--- src/rtl/nested_array_pkg.sv ---
// Shared constants, frame types, FSM state encoding and element-select helper
// for the nested array serializer.
package nested_array_pkg;

   localparam int N     = 10;
   localparam int W     = 10;
   localparam int IDX_W = $clog2(N);

   typedef struct packed {
      logic [W-1:0] x;
   } elem_t;

   // Element k lives at bits [k*W +: W], matching the flattened input frame.
   typedef elem_t [N-1:0] frame_t;

   typedef enum logic {
      IDLE   = 1'b0,
      STREAM = 1'b1
   } state_t;

   // Explicit mux over the N legal indices; out-of-range codes read as zero.
   function automatic logic [W-1:0] frame_slice(input frame_t frame,
                                                input logic [IDX_W-1:0] idx);
      logic [W-1:0] r;
      r = '0;
      for (int k = 0; k < N; k++) begin
         if (idx == IDX_W'(k)) r = frame[k].x;
      end
      return r;
   endfunction

endpackage

--- src/rtl/frame_reg.sv ---
// N*W-bit enable register holding one frame, synchronously cleared on reset.
module frame_reg
   import nested_array_pkg::*;
(
   input  logic   clk,
   input  logic   reset,
   input  logic   en,
   input  frame_t d,
   output frame_t q
);

   always_ff @(posedge clk) begin
      if (reset)   q <= '0;
      else if (en) q <= d;
   end

endmodule

--- src/rtl/nested_array_serializer.sv ---
// Frame-to-element serializer: one N*W frame in, N W-bit beats out, element 0 first.
// Optional macro NESTED_ARRAY_SERIALIZER_PARITY_EN adds O_parity and sticky O_overrun.
module nested_array_serializer
   import nested_array_pkg::*;
(
   input  logic             CLK,
   input  logic             RESET,
   input  logic             I_valid,
   output logic             I_ready,
   input  logic [N*W-1:0]   I_data,
   output logic             O_valid,
   input  logic             O_ready,
   output logic [W-1:0]     O_data,
   output logic [IDX_W-1:0] O_index,
`ifdef NESTED_ARRAY_SERIALIZER_PARITY_EN
   output logic             O_parity,
   output logic             O_overrun,
`endif
   output logic             O_last
);

   state_t           state, state_n;
   logic [IDX_W-1:0] idx, idx_n;
   frame_t           frame;
   logic             is_last;
   logic             take;

   frame_reg u_frame_reg (
      .clk   (CLK),
      .reset (RESET),
      .en    (take),
      .d     (frame_t'(I_data)),
      .q     (frame)
   );

   always_ff @(posedge CLK) begin
      if (RESET) begin
         state <= IDLE;
         idx   <= '0;
      end else begin
         state <= state_n;
         idx   <= idx_n;
      end
   end

   // I_ready depends combinationally on O_ready on the last beat (zero-bubble handoff).
   always_comb begin
      state_n = state;
      idx_n   = idx;
      is_last = (state == STREAM) && (idx == IDX_W'(N-1));
      I_ready = (state == IDLE) || (is_last && O_ready);
      take    = I_valid && I_ready;
      O_valid = (state == STREAM) && !RESET;
      O_index = idx;
      O_last  = is_last && O_valid;
      O_data  = O_valid ? frame_slice(frame, idx) : '0;

      case (state)
         IDLE: begin
            if (I_valid) begin
               state_n = STREAM;
               idx_n   = '0;
            end
         end
         STREAM: begin
            if (O_ready) begin
               if (!is_last) begin
                  idx_n = idx + 1'b1;
               end else begin
                  idx_n   = '0;
                  state_n = I_valid ? STREAM : IDLE;
               end
            end
         end
         default: begin
            state_n = IDLE;
            idx_n   = '0;
         end
      endcase
   end

`ifdef NESTED_ARRAY_SERIALIZER_PARITY_EN
   logic stall, stall_prev;

   assign stall    = I_valid && !I_ready;
   assign O_parity = O_valid ? ^O_data : 1'b0;

   // Overrun flags an upstream that keeps pushing through two or more refused cycles.
   always_ff @(posedge CLK) begin
      if (RESET) begin
         stall_prev <= 1'b0;
         O_overrun  <= 1'b0;
      end else begin
         stall_prev <= stall;
         if (stall && stall_prev) O_overrun <= 1'b1;
      end
   end
`endif

endmodule

--- config.mk ---
export PLATFORM = sky130hd
export DESIGN_NAME = nested_array_serializer
export DESIGN_NICKNAME = d
export VERILOG_FILES = /design/src/rtl/nested_array_pkg.sv /design/src/rtl/frame_reg.sv /design/src/rtl/nested_array_serializer.sv
export SDC_FILE = /design/constraint.sdc
export NUM_CORES = 1
export LEC_CHECK = 0
export BUFFER_PORTS_ARGS = -buffer_cell sky130_fd_sc_hd__buf_2
export CAP_MARGIN = 20
export CORE_AREA = 2 2 110 112
export DETAILED_ROUTE_END_ITERATION = 12
export DIE_AREA = 0 0 112 114
export GPL_TIMING_DRIVEN = 0
export PLACE_DENSITY = 0.7
export SYNTH_ARGS = -nofsm -noshare
export SYNTH_HDL_FRONTEND = slang
export SYNTH_SLANG_ARGS = --single-unit
--- constraint.sdc ---
create_clock -name CLK -period 4.71 [get_ports CLK]
set_input_delay 0.942 -clock CLK [delete_from_list [all_inputs] [get_ports CLK]]
set_output_delay 0.942 -clock CLK [all_outputs]
set_load 0.05 [all_outputs]
# Yosys cells after proc, flatten, opt, wreduce, memory -nomap -nowiden
# Cells that the tools add are included.
# word_totals
out_inout_bits,17
reg_bits,105
inputBits,104
# classes
bitwise_logic,1
n_eq_ne,11
add_sub_neg,1
n_mux,19
reduce_logical,9
# ops
cell,n
$mux 10,11
$eq 4x3->1 const B,4
$mux 4,3
$eq 4x2->1 const B,2
$eq 4x4->1 const B,2
$pmux 4 s2,1
$logic_and 1x1->1,5
$add 4x1->4 const B,1
$eq 4x1->1 const B,1
$logic_not 4->1,1
$ne 2x2->1 const B,2
$mux 1,3
$pmux 1 s2,1
$reduce_and 2->1,1
$logic_not 1->1,1
$logic_or 1x1->1,1
$not 1->1,1

# Depth between registers and ports, before layout
# Gate-level depths: netlist of the first run.
# logic_depth
depth_word,12
mapped_depth,9

# Cells and area by module
# A second synthesis of the first run with hierarchy kept.
# hier_totals
cells_unflattened,543
area_unflattened_um2,5069.9
# by_module_without_submodules
mod,n_inst,area_per_inst_um2,cells_per_inst
frame_reg,1,3590.9,322
nested_array_serializer,1,1478.9,221

# Worst setup path before layout of the first run
# No wires, ideal clock.
# synth_path
kind,flip-flop to output port
startpoint,register idx[1] (netlist: O_index[1])
endpoint,output O_data[0]
setup_slack_ns,1.104
stages_incl_launch_ff,8
t_arrival_ns,2.664
t_required_ns,3.768
n_path_buf,1
cell_sequence,dfxtp_1 inv_1 ha_1 nor2b_1 buf_1 a221oi_1 o32a_1 o211ai_1
# synth_via
elab_chain_len,12
# synth_rtl
element,line,text
"start, declared",nested_array_serializer.sv:23,"logic [IDX_W-1:0] idx, idx_n;"
"start signal, assigned",nested_array_serializer.sv:42,idx <= idx_n;
$logic_not 4->1,nested_array_pkg.sv:27,if (idx == IDX_W'(k)) r = frame[k].x;
$mux 10 (9 in series),nested_array_pkg.sv:27,
$mux 10 (*),nested_array_pkg.sv:27,
$mux 10 (*),nested_array_serializer.sv:56,"O_data = O_valid ? frame_slice(frame, idx) : '0;"
"end, declared",nested_array_serializer.sv:13,"output logic [W-1:0] O_data,"
# Every way passes the cells marked *; elsewhere a longest branch is shown, timed or not.

# Worst setup path in the final report of the first run
# layout_path
startpoint,register idx[0] (netlist: O_index[0])
endpoint,output O_data[5]
# The elaborated chain is that of the path after synthesis.

==> impl_metrics.env, run 1 <==
export IMPL_post_cts_setup_buffer_count=0
export IMPL_cts_clk_slew_worst_paths_ps=70
export IMPL_ant_nets=0
export IMPL_vias_per_cell=5.35
export IMPL_wirelength_met1_microns=7250
export IMPL_cts_resized=0
export IMPL_drt_iter0_markers=442
export IMPL_nets=932
export IMPL_reg2reg_depth=6
export IMPL_ys_flop_type="dfxtp_1"
export IMPL_critPathMaxFanout=10
export IMPL_vdd_drop_max_uv=229
export IMPL_die_h_microns=114
export IMPL_combPwrFrac=0.125
export IMPL_syn_to_final_growth_pct=21.5
export IMPL_grt_usage=0.239
export IMPL_synth_seq_cells=105
export IMPL_syn_nets=802
export IMPL_maxCapViolCount=0
export IMPL_cp_common_cell="buf_2"
export IMPL_pwr_share_clk=0.388
export IMPL_cts_sink_count=105
export IMPL_wl_per_cell_microns=15.8
export IMPL_slew_viol_final=0
export IMPL_grt_pass1_vias=4628
export IMPL_place_detailed_hpwl_microns=11700
export IMPL_end_kind="output pin"
export IMPL_clk_path_buf_depth=2
export IMPL_cp_startpoint="O_index[0]"
export IMPL_async_flop_share=0
export IMPL_p_switching_uw=543
export IMPL_fill_cells=1218
export IMPL_cts_tree="yes"
export IMPL_switching_share=0.271
export IMPL_yosysUniqueCellTypes=42
export IMPL_antenna_found_initial=0
export IMPL_drt_drc_violations_left=0
export IMPL_cts_root_buf="clkbuf_16"
export IMPL_crit_type="reg2out"
export IMPL_route_met3_wl_microns=1040
export IMPL_min_from="u_frame_reg.q[49]"
export IMPL_synthXorXnorAreaFrac=0
export IMPL_ys_warn_count=0
export IMPL_worstReg2RegStart="O_index[0]"
export IMPL_utilization=0.526
export IMPL_min_period_ps=3720
export IMPL_hold_buffers=0
export IMPL_stdcell_area_sq_mm=0.00616
export IMPL_hold_viol=0
export IMPL_routed_wl_microns=15400
export IMPL_slowest_delay_ps=440
export IMPL_pin_count=121
export IMPL_p_int_uw=1460
export IMPL_crit_chain="inv_1 -> ha_1 -> buf_2 -> buf_2 -> clkbuf_1 -> o21ai_0 -> a32oi_1 -> o21ai_1 -> buf_2"
export IMPL_power_density_mw_per_mm2=325
export IMPL_cp_depth=9
export IMPL_hold_class="reg2reg"
export IMPL_synth_top_family_by_area="simple AND/OR/NAND/NOR gates"
export IMPL_highest_layer="met4"
export IMPL_cts_htree_levels=3
export IMPL_max_freq_ghz=0.269
export IMPL_core_sq_mm=0.0117
export IMPL_status="finished, final reports clean"
export IMPL_dpl_cell_area_sq_mm=0.00585
export IMPL_fin_skew_ps=6.67
export IMPL_slew_headroom=0.448
export IMPL_whs_path_depth=2
export IMPL_worstPathBufferInverterCount=5
export IMPL_synthAdderAreaFrac=0.00986
export IMPL_holdWs_ps=459
export IMPL_rows=40
export IMPL_synthSimpleGateAreaFrac=0.255
export IMPL_grt_max_degree=20
export IMPL_wl_met2_microns=6850
export IMPL_muxShareOfSynthArea=0
export IMPL_timing_final_crit_share=0.790
export IMPL_start_util=0.433
export IMPL_worstPathRequired_ps=3770
export IMPL_clkLatencyLatePin_ps=350
export IMPL_seqPwrFrac=0.486
export IMPL_syn_instance_count=694
export IMPL_die_area_sq_mm=0.0128
export IMPL_seqCellArea_sq_mm=0.00210
export IMPL_tightest_slew_ps=828
export IMPL_rsz0062_at_grt="false"
export IMPL_multi_input_area_sq_mm=0.00263
export IMPL_synth_edf_count=0
export IMPL_placed_cells=960
export IMPL_via_count=5222
export IMPL_netlist_area_sq_mm=0.00507
export IMPL_worst_path_dominant_cell_family="buffers and inverters"
export IMPL_crit_arrival_ps=2780
export IMPL_layout_drive_gt1_share=0.207
export IMPL_die_x_microns=112
export IMPL_synth_compound_area_frac=0.252
export IMPL_routabilityCongestion=0.960
export IMPL_grt_pass1_wl_microns=24000
export IMPL_setup_viol=0
export IMPL_cts_inserted_buffers=9
export IMPL_overflow=0
export IMPL_avgSynthCellArea_sq_um=7.31
export IMPL_instances_no_fill=976
export IMPL_diodes=0
export IMPL_seq_area_frac_synth=0.414
export IMPL_critPathLaunchType="flip-flop"
export IMPL_cp_slowest_cell="dfxtp_1"
export IMPL_tns_ps=0
export IMPL_leakage_uw=0.00244
export IMPL_io_buffers=119
export IMPL_drtPass1Iterations=5
## worst paths after layout
path | endpoint | slack (ps)
max | O_data[5] | 990
min | u_frame_reg.q[49] | 460
max reg2reg | u_frame_reg.q[83] | 2420
min reg2reg | u_frame_reg.q[49] | 460
## cells in the final DEF, fill, tap and decap left out, drive strengths merged, types with 2 or more instances in the layout
cell / count
o21ai: 31
nor2: 5
a211oi: 2
dfxtp: 105
nand2: 224
nor4bb: 8
a221oi: 15
nor3: 6
clkinv: 2
nor3b: 2
o32a: 9
o211ai: 8
clkbuf: 36
o2111ai: 4
a32oi: 5
and3b: 2
buf: 154
a21oi: 129
a22o: 5
ha: 4
inv: 23
nor4: 9
nor2b: 21
and4bb: 3
## per-layer routing
layer | up-vias | GRT usage
li1 | 2646 | -
met1 | 2333 | 0.344
met2 | 216 | 0.379
met3 | 27 | 0.0340
met4 | 0 | 0.0602
met5 | - | 0
## worst min-delay path, stage by stage (launching register included)
cell and delay [ps]:
dfxtp_1 310, nand2_1 50, a21oi_1 50
## metrics by stage
step / total power (uW) / setup WS (ps)
after CTS: 2010 / 1040
final: 2000 / 988
after detailed placement: 1240 / 1240
after floorplan: 1140 / 1100
after global routing: 2080 / 844
after global placement: 1240 / 1200
## flip-flops by register name, indices dropped and copies added (netlist names)
register and cells:
u_frame_reg.q 100, state 1, O_index 4
## cells in the mapped netlist, drive strengths merged (2+ instances only)
cell     number  area share
o21ai        31       0.031
nor3b         2      0.0030
dfxtp       105        0.41
inv          20       0.015
and4bb        3      0.0074
a211oi        2      0.0030
buf          35       0.034
o32a          9       0.018
o2111ai       4      0.0069
and3b         2      0.0035
nor2          5      0.0037
nor4bb        8       0.016
ha            4      0.0099
clkbuf       27       0.020
a21oi       129        0.13
nor4          9       0.014
a22o          5      0.0086
a32oi         5      0.0086
nor2b        21       0.026
o211ai        8       0.012
nor3          6      0.0059
nand2       224        0.17
a221oi       15       0.026
## final cells by class
cell class	instances	share of cell area
Clock inverter	7	0.0140
Multi-Input combinational cell	507	0.426
Clock buffer	9	0.0365
Inverter	20	0.0122
Buffer	62	0.0440
Sequential cell	105	0.341
Tap cell	147	0.0298
Timing Repair Buffer	119	0.0966
## cells by family (layout without fill, tap and decap cells)
kind of cell    count (synthesis)  after routing
compound gates                215            215
buf+inv                        82            217
flops                         105            105
fa+ha+maj                       4              4
simple gates                  288            288
## power by group through the flow
stage	sequential, uW	combinational (uW)	clock, uW
6_report	974	251	778
5_1_grt	980	281	824
4_1_cts	973	251	787
3_5_place_dp	993	250	0
3_3_place_gp	992	248	0
2_1_floorplan	980	158	0
Power figures use the tool's default switching activity.
==> run 2: changes to the inputs <==
Settings changed: PLACE_DENSITY 0.7 to 0.73.
Clock period 4.71 ns to 3.4 ns, I/O delays scaled along.
==> impl_metrics.env, run 2 (synthesis results as in run 1) <==
export IMPL_tns_ps=0
export IMPL_final_common_cell="nand2_1"
export IMPL_grt_pass1_vias=4693
export IMPL_ant_nets=0
export IMPL_cts_inserted_buffers=9
export IMPL_grt_usage=0.242
export IMPL_die_h_microns=114
export IMPL_io_buffers=119
export IMPL_grt_pass1_wl_microns=24200
export IMPL_post_cts_setup_buffer_count=0
export IMPL_layout_drive_gt1_share=0.223
export IMPL_instances_no_fill=975
export IMPL_hold_viol=0
export IMPL_critPathLaunchType="flip-flop"
export IMPL_largest_reg_flops=100
export IMPL_rows=40
export IMPL_critPathMaxFanout=10
export IMPL_placed_cells=960
export IMPL_multi_input_area_sq_mm=0.00265
export IMPL_end_kind="output pin"
export IMPL_crit_arrival_ps=2610
export IMPL_use_met1=0.352
export IMPL_pin_count=121
export IMPL_slew_viol_final=0
export IMPL_drt_drc_violations_left=0
export IMPL_worstReg2RegStart="O_index[1]"
export IMPL_maxCapViolCount=0
export IMPL_grtUsageMet3=0.0250
export IMPL_fill_cells=1184
export IMPL_min_from="u_frame_reg.q[49]"
export IMPL_cts_sink_count=105
export IMPL_crit_type="reg2out"
export IMPL_cts_tree="yes"
export IMPL_antenna_found_initial=0
export IMPL_die_area_sq_mm=0.0128
export IMPL_grt_busiest_layer="met2"
export IMPL_min_period_ps=3290
export IMPL_top_register="u_frame_reg.q"
export IMPL_vias_per_cell=5.33
export IMPL_grt_util_met2=0.359
export IMPL_start_util=0.433
export IMPL_worstPathRequired_ps=2720
export IMPL_leakage_uw=0.00246
export IMPL_clk_path_buf_depth=2
export IMPL_max_freq_ghz=0.304
export IMPL_syn_to_final_growth_pct=22.6
export IMPL_cts_clk_slew_worst_paths_ps=70
export IMPL_routed_wl_microns=15500
export IMPL_cp_startpoint="O_index[1]"
export IMPL_hold_buffers=0
export IMPL_via_count=5192
export IMPL_vdd_drop_max_uv=285
export IMPL_routabilityCongestion=0.963
export IMPL_grt_max_degree=18
export IMPL_hold_class="reg2reg"
export IMPL_setup_viol=0
export IMPL_tightest_slew_ps=800
export IMPL_status="finished, final reports clean"
export IMPL_drtPass1Iterations=5
export IMPL_cts_htree_levels=3
export IMPL_die_x_microns=112
export IMPL_layout_common_cells="nand2_1 (224), buf_2 (146), a21oi_1 (128)"
export IMPL_overflow=0
export IMPL_nets=931
export IMPL_cts_root_buf="clkbuf_16"
export IMPL_power_density_mw_per_mm2=451
export IMPL_place_detailed_hpwl_microns=11700
export IMPL_slew_headroom=0.467
export IMPL_utilization=0.531
export IMPL_fin_skew_ps=5.35
export IMPL_wl_per_cell_microns=15.9
export IMPL_seqCellArea_sq_mm=0.00210
export IMPL_drt_iter0_markers=392
export IMPL_diodes=0
export IMPL_timing_final_crit_share=0.967
export IMPL_clkLatencyLatePin_ps=350
export IMPL_core_sq_mm=0.0117
==> run 2: where the power goes <==
group / internal (uW) / switching, uW
registers: 1300 / 52.9
logic: 142 / 210
clock network: 645 / 458
==> run 2: critical path, stage by stage, from the launching register on <==
cell      delay [ps]
dfxtp_2          360
inv_1             80
ha_1             260
buf_2            260
buf_2            270
nand2_1           70
o21ai_0          320
a32oi_1          150
o21ai_1          180
clkbuf_4         300
==> run 2: final timing paths <==
kind	end	slack, ps	cells past startpoint
worst max register to register	u_frame_reg.q[37]	1190	7
worst max-delay path	O_data[5]	110	9
worst min register to register	u_frame_reg.q[49]	460	2
worst min-delay path	u_frame_reg.q[49]	460	2
==> run 2: stage by stage <==
stage	cell area, sq um	hold slack, ps	total power, uW	setup WS (ps)
floorplan	5070	432	1580	56.0
global placement	5850	444	1720	359
detailed placement	5850	448	1720	338
CTS	6180	457	2810	1.10
global route	6220	474	2920	-49.0
finish	6220	456	2810	113
==> run 2: layout make-up <==
class / instances / share of cell area
buffer: 61 / 0.0446
clock buffer: 9 / 0.0362
clock inverter: 7 / 0.0151
inverter: 20 / 0.0121
multi-input combinational: 507 / 0.427
sequential: 105 / 0.338
tap: 147 / 0.0296
timing repair buffer: 119 / 0.0977
==> run 2: routing by layer <==
metal,part of all wire,up-vias
li1,-,2644
met1,0.47,2301
met2,0.42,207
met3,0.069,40
met4,0.037,0
met5,0,-
==> run 2: repair_timing <==
item	4_1_cts	5_1_grt
hold endpoints to repair	0	0
resized for setup	2	25
setup endpoints to repair	6	10
pin swaps	0	0
cloned	0	0
==> run 3: changes to the inputs <==
Settings changed: CORE_AREA 2 2 110 112 to 2 2 154 81, DIE_AREA 0 0 112 114 to 0 0 156 83, PLACE_DENSITY 0.73 to 0.7.
Clock period 3.4 ns to 3.2 ns, I/O delays scaled along.
==> impl_metrics.env, run 3 (synthesis results as in run 1) <==
export IMPL_status="finished, final reports clean"
export IMPL_max_freq_ghz=0.316
export IMPL_syn_to_final_growth_pct=24.1
export IMPL_start_util=0.440
export IMPL_critPathMaxFanout=10
export IMPL_power_density_mw_per_mm2=481
export IMPL_cts_sink_count=105
export IMPL_grt_pass1_wl_microns=26500
export IMPL_timing_rr_end="u_frame_reg.q[0]"
export IMPL_core_sq_mm=0.0115
export IMPL_hold_class="reg2reg"
export IMPL_setup_viol=0
export IMPL_final_common_cell="nand2_1"
export IMPL_cp_common_cell="clkbuf_2"
export IMPL_end_kind="output pin"
export IMPL_crit_chain="inv_1 -> ha_1 -> clkbuf_2 -> clkbuf_2 -> a221oi_1 -> o21ai_0 -> o21ai_1 -> buf_4"
export IMPL_leakage_uw=0.00248
export IMPL_r2r_setup_slack_ps=840
export IMPL_die_area_sq_mm=0.0129
export IMPL_cp_slowest_cell="a221oi_1"
export IMPL_layout_common_cells="nand2_1 (223), buf_2 (143), a21oi_1 (128)"
export IMPL_grtUsageMet3=0.0840
export IMPL_min_from="u_frame_reg.q[62]"
export IMPL_rows=28
export IMPL_grt_pass1_vias=4807
export IMPL_reg2reg_depth=7
export IMPL_nets=930
export IMPL_diodes=0
export IMPL_ant_nets=0
export IMPL_io_buffers=119
export IMPL_fin_skew_ps=7.35
export IMPL_worstPathBufferInverterCount=4
export IMPL_top_register="u_frame_reg.q"
export IMPL_grt_util_met2=0.344
export IMPL_worstPathRequired_ps=2560
export IMPL_largest_reg_flops=100
export IMPL_crit_type="reg2out"
export IMPL_drt_drc_violations_left=0
export IMPL_slew_viol_final=0
export IMPL_grt_usage=0.269
export IMPL_grt_busiest_layer="met1"
export IMPL_die_x_microns=156
export IMPL_maxCapViolCount=0
export IMPL_holdWs_ps=458
export IMPL_rsz0062_at_grt="false"
export IMPL_tns_ps=0
export IMPL_cts_htree_levels=3
export IMPL_timing_final_crit_share=0.990
export IMPL_routed_wl_microns=17800
export IMPL_min_period_ps=3170
export IMPL_crit_arrival_ps=2530
export IMPL_wl_per_cell_microns=18.3
export IMPL_grt_max_degree=17
export IMPL_cts_tree="yes"
export IMPL_tightest_slew_ps=915
export IMPL_antenna_found_initial=0
export IMPL_layout_drive_gt1_share=0.233
export IMPL_whs_path_depth=2
export IMPL_vias_per_cell=5.55
export IMPL_slowest_delay_ps=410
export IMPL_place_detailed_hpwl_microns=13800
export IMPL_routabilityCongestion=0.944
export IMPL_fill_cells=1120
export IMPL_pin_count=121
export IMPL_critPathLaunchType="flip-flop"
export IMPL_drt_iter0_markers=649
export IMPL_slew_headroom=0.390
export IMPL_min_to="u_frame_reg.q[62]"
export IMPL_cts_root_buf="clkbuf_16"
export IMPL_hold_buffers=0
export IMPL_die_h_microns=83
export IMPL_overflow=0
export IMPL_cts_clk_slew_worst_paths_ps=70
export IMPL_drtPass1Iterations=5
export IMPL_clkLatencyLatePin_ps=350
export IMPL_clk_path_buf_depth=2
export IMPL_cts_inserted_buffers=9
export IMPL_vdd_drop_max_uv=253
export IMPL_use_met1=0.435
export IMPL_worst_path_dominant_cell_family="buffers and inverters"
export IMPL_hold_viol=0
export IMPL_worstReg2RegStart="O_index[1]"
export IMPL_via_count=5409
export IMPL_utilization=0.546
==> run 3: cell count changes in the layout (fill, tap and decap cells not counted), moves of 2 or more <==
cell	delta
buf_4	+5
clkinv_2	-2
nor4bb_1	-2
nor4_4	+3
nor4_2	-3
clkbuf_1	-3
o21ai_0	-2
nor4bb_2	+2
clkbuf_2	-2
clkinvlp_4	-2
buf_2	-3
==> run 3: final cells by class <==
cell class | instances | area, sq um | area share
Sequential cell | 105 | 2100 | 0.334
Timing Repair Buffer | 119 | 619 | 0.0984
Inverter | 20 | 75.1 | 0.0119
Tap cell | 150 | 188 | 0.0298
Buffer | 60 | 287 | 0.0455
Multi-Input combinational cell | 507 | 2710 | 0.430
Clock inverter | 4 | 77.6 | 0.0123
Clock buffer | 10 | 239 | 0.0379
==> run 3: worst max-delay path by stage <==
stage | slack (ps) | cells past startpoint | start | to
after global routing | 10 | 8 | O_index[0] | O_data[8]
final | 30 | 8 | O_index[0] | O_data[5]
after CTS | 2 | 8 | O_index[1] | O_data[7]
after global placement | 150 | 8 | O_index[1] | O_data[7]
after floorplan | 120 | 7 | O_index[1] | O_data[0]
after detailed placement | 160 | 8 | O_index[1] | O_data[7]
==> run 3: timing repair <==
action,CTS,global route
resized for setup,15,32
pin swaps,0,3
buffers inserted,0,0
setup endpoints to repair,10,10
==> run 3: metal layers <==
| metal | vias to the layer above | share of wire |
|---|---|---|
| met1 | 2440 | 0.50 |
| li1 | 2638 | - |
| met3 | 18 | 0.14 |
| met5 | - | 0 |
| met2 | 313 | 0.35 |
| met4 | 0 | 0.0088 |
==> run 3: where the power goes <==
group / internal (uW) / switching, uW / total [uW]
Sequential: 1380 / 64.2 / 1440
Clock: 703 / 491 / 1190
Combinational: 155 / 239 / 393
Total: 2240 / 794 / 3030
==> run 3: metrics by stage <==
| step | total power, uW | setup slack (ps) | instances | area (sq um) |
|---|---|---|---|---|
| finish | 3030 | 30.5 | 975 | 6300 |
| CTS | 3020 | 2.07 | 976 | 6210 |
| global route | 3140 | 13.8 | 975 | 6300 |
| floorplan | 1670 | 123 | 694 | 5080 |
| detailed placement | 1840 | 163 | 963 | 5860 |
| global placement | 1830 | 153 | 963 | 5860 |
==> run 3: worst min-delay path: stages (launching register included) <==
cell,delay [ps]
dfxtp_1,310
nand2_1,50
a21oi_1,50
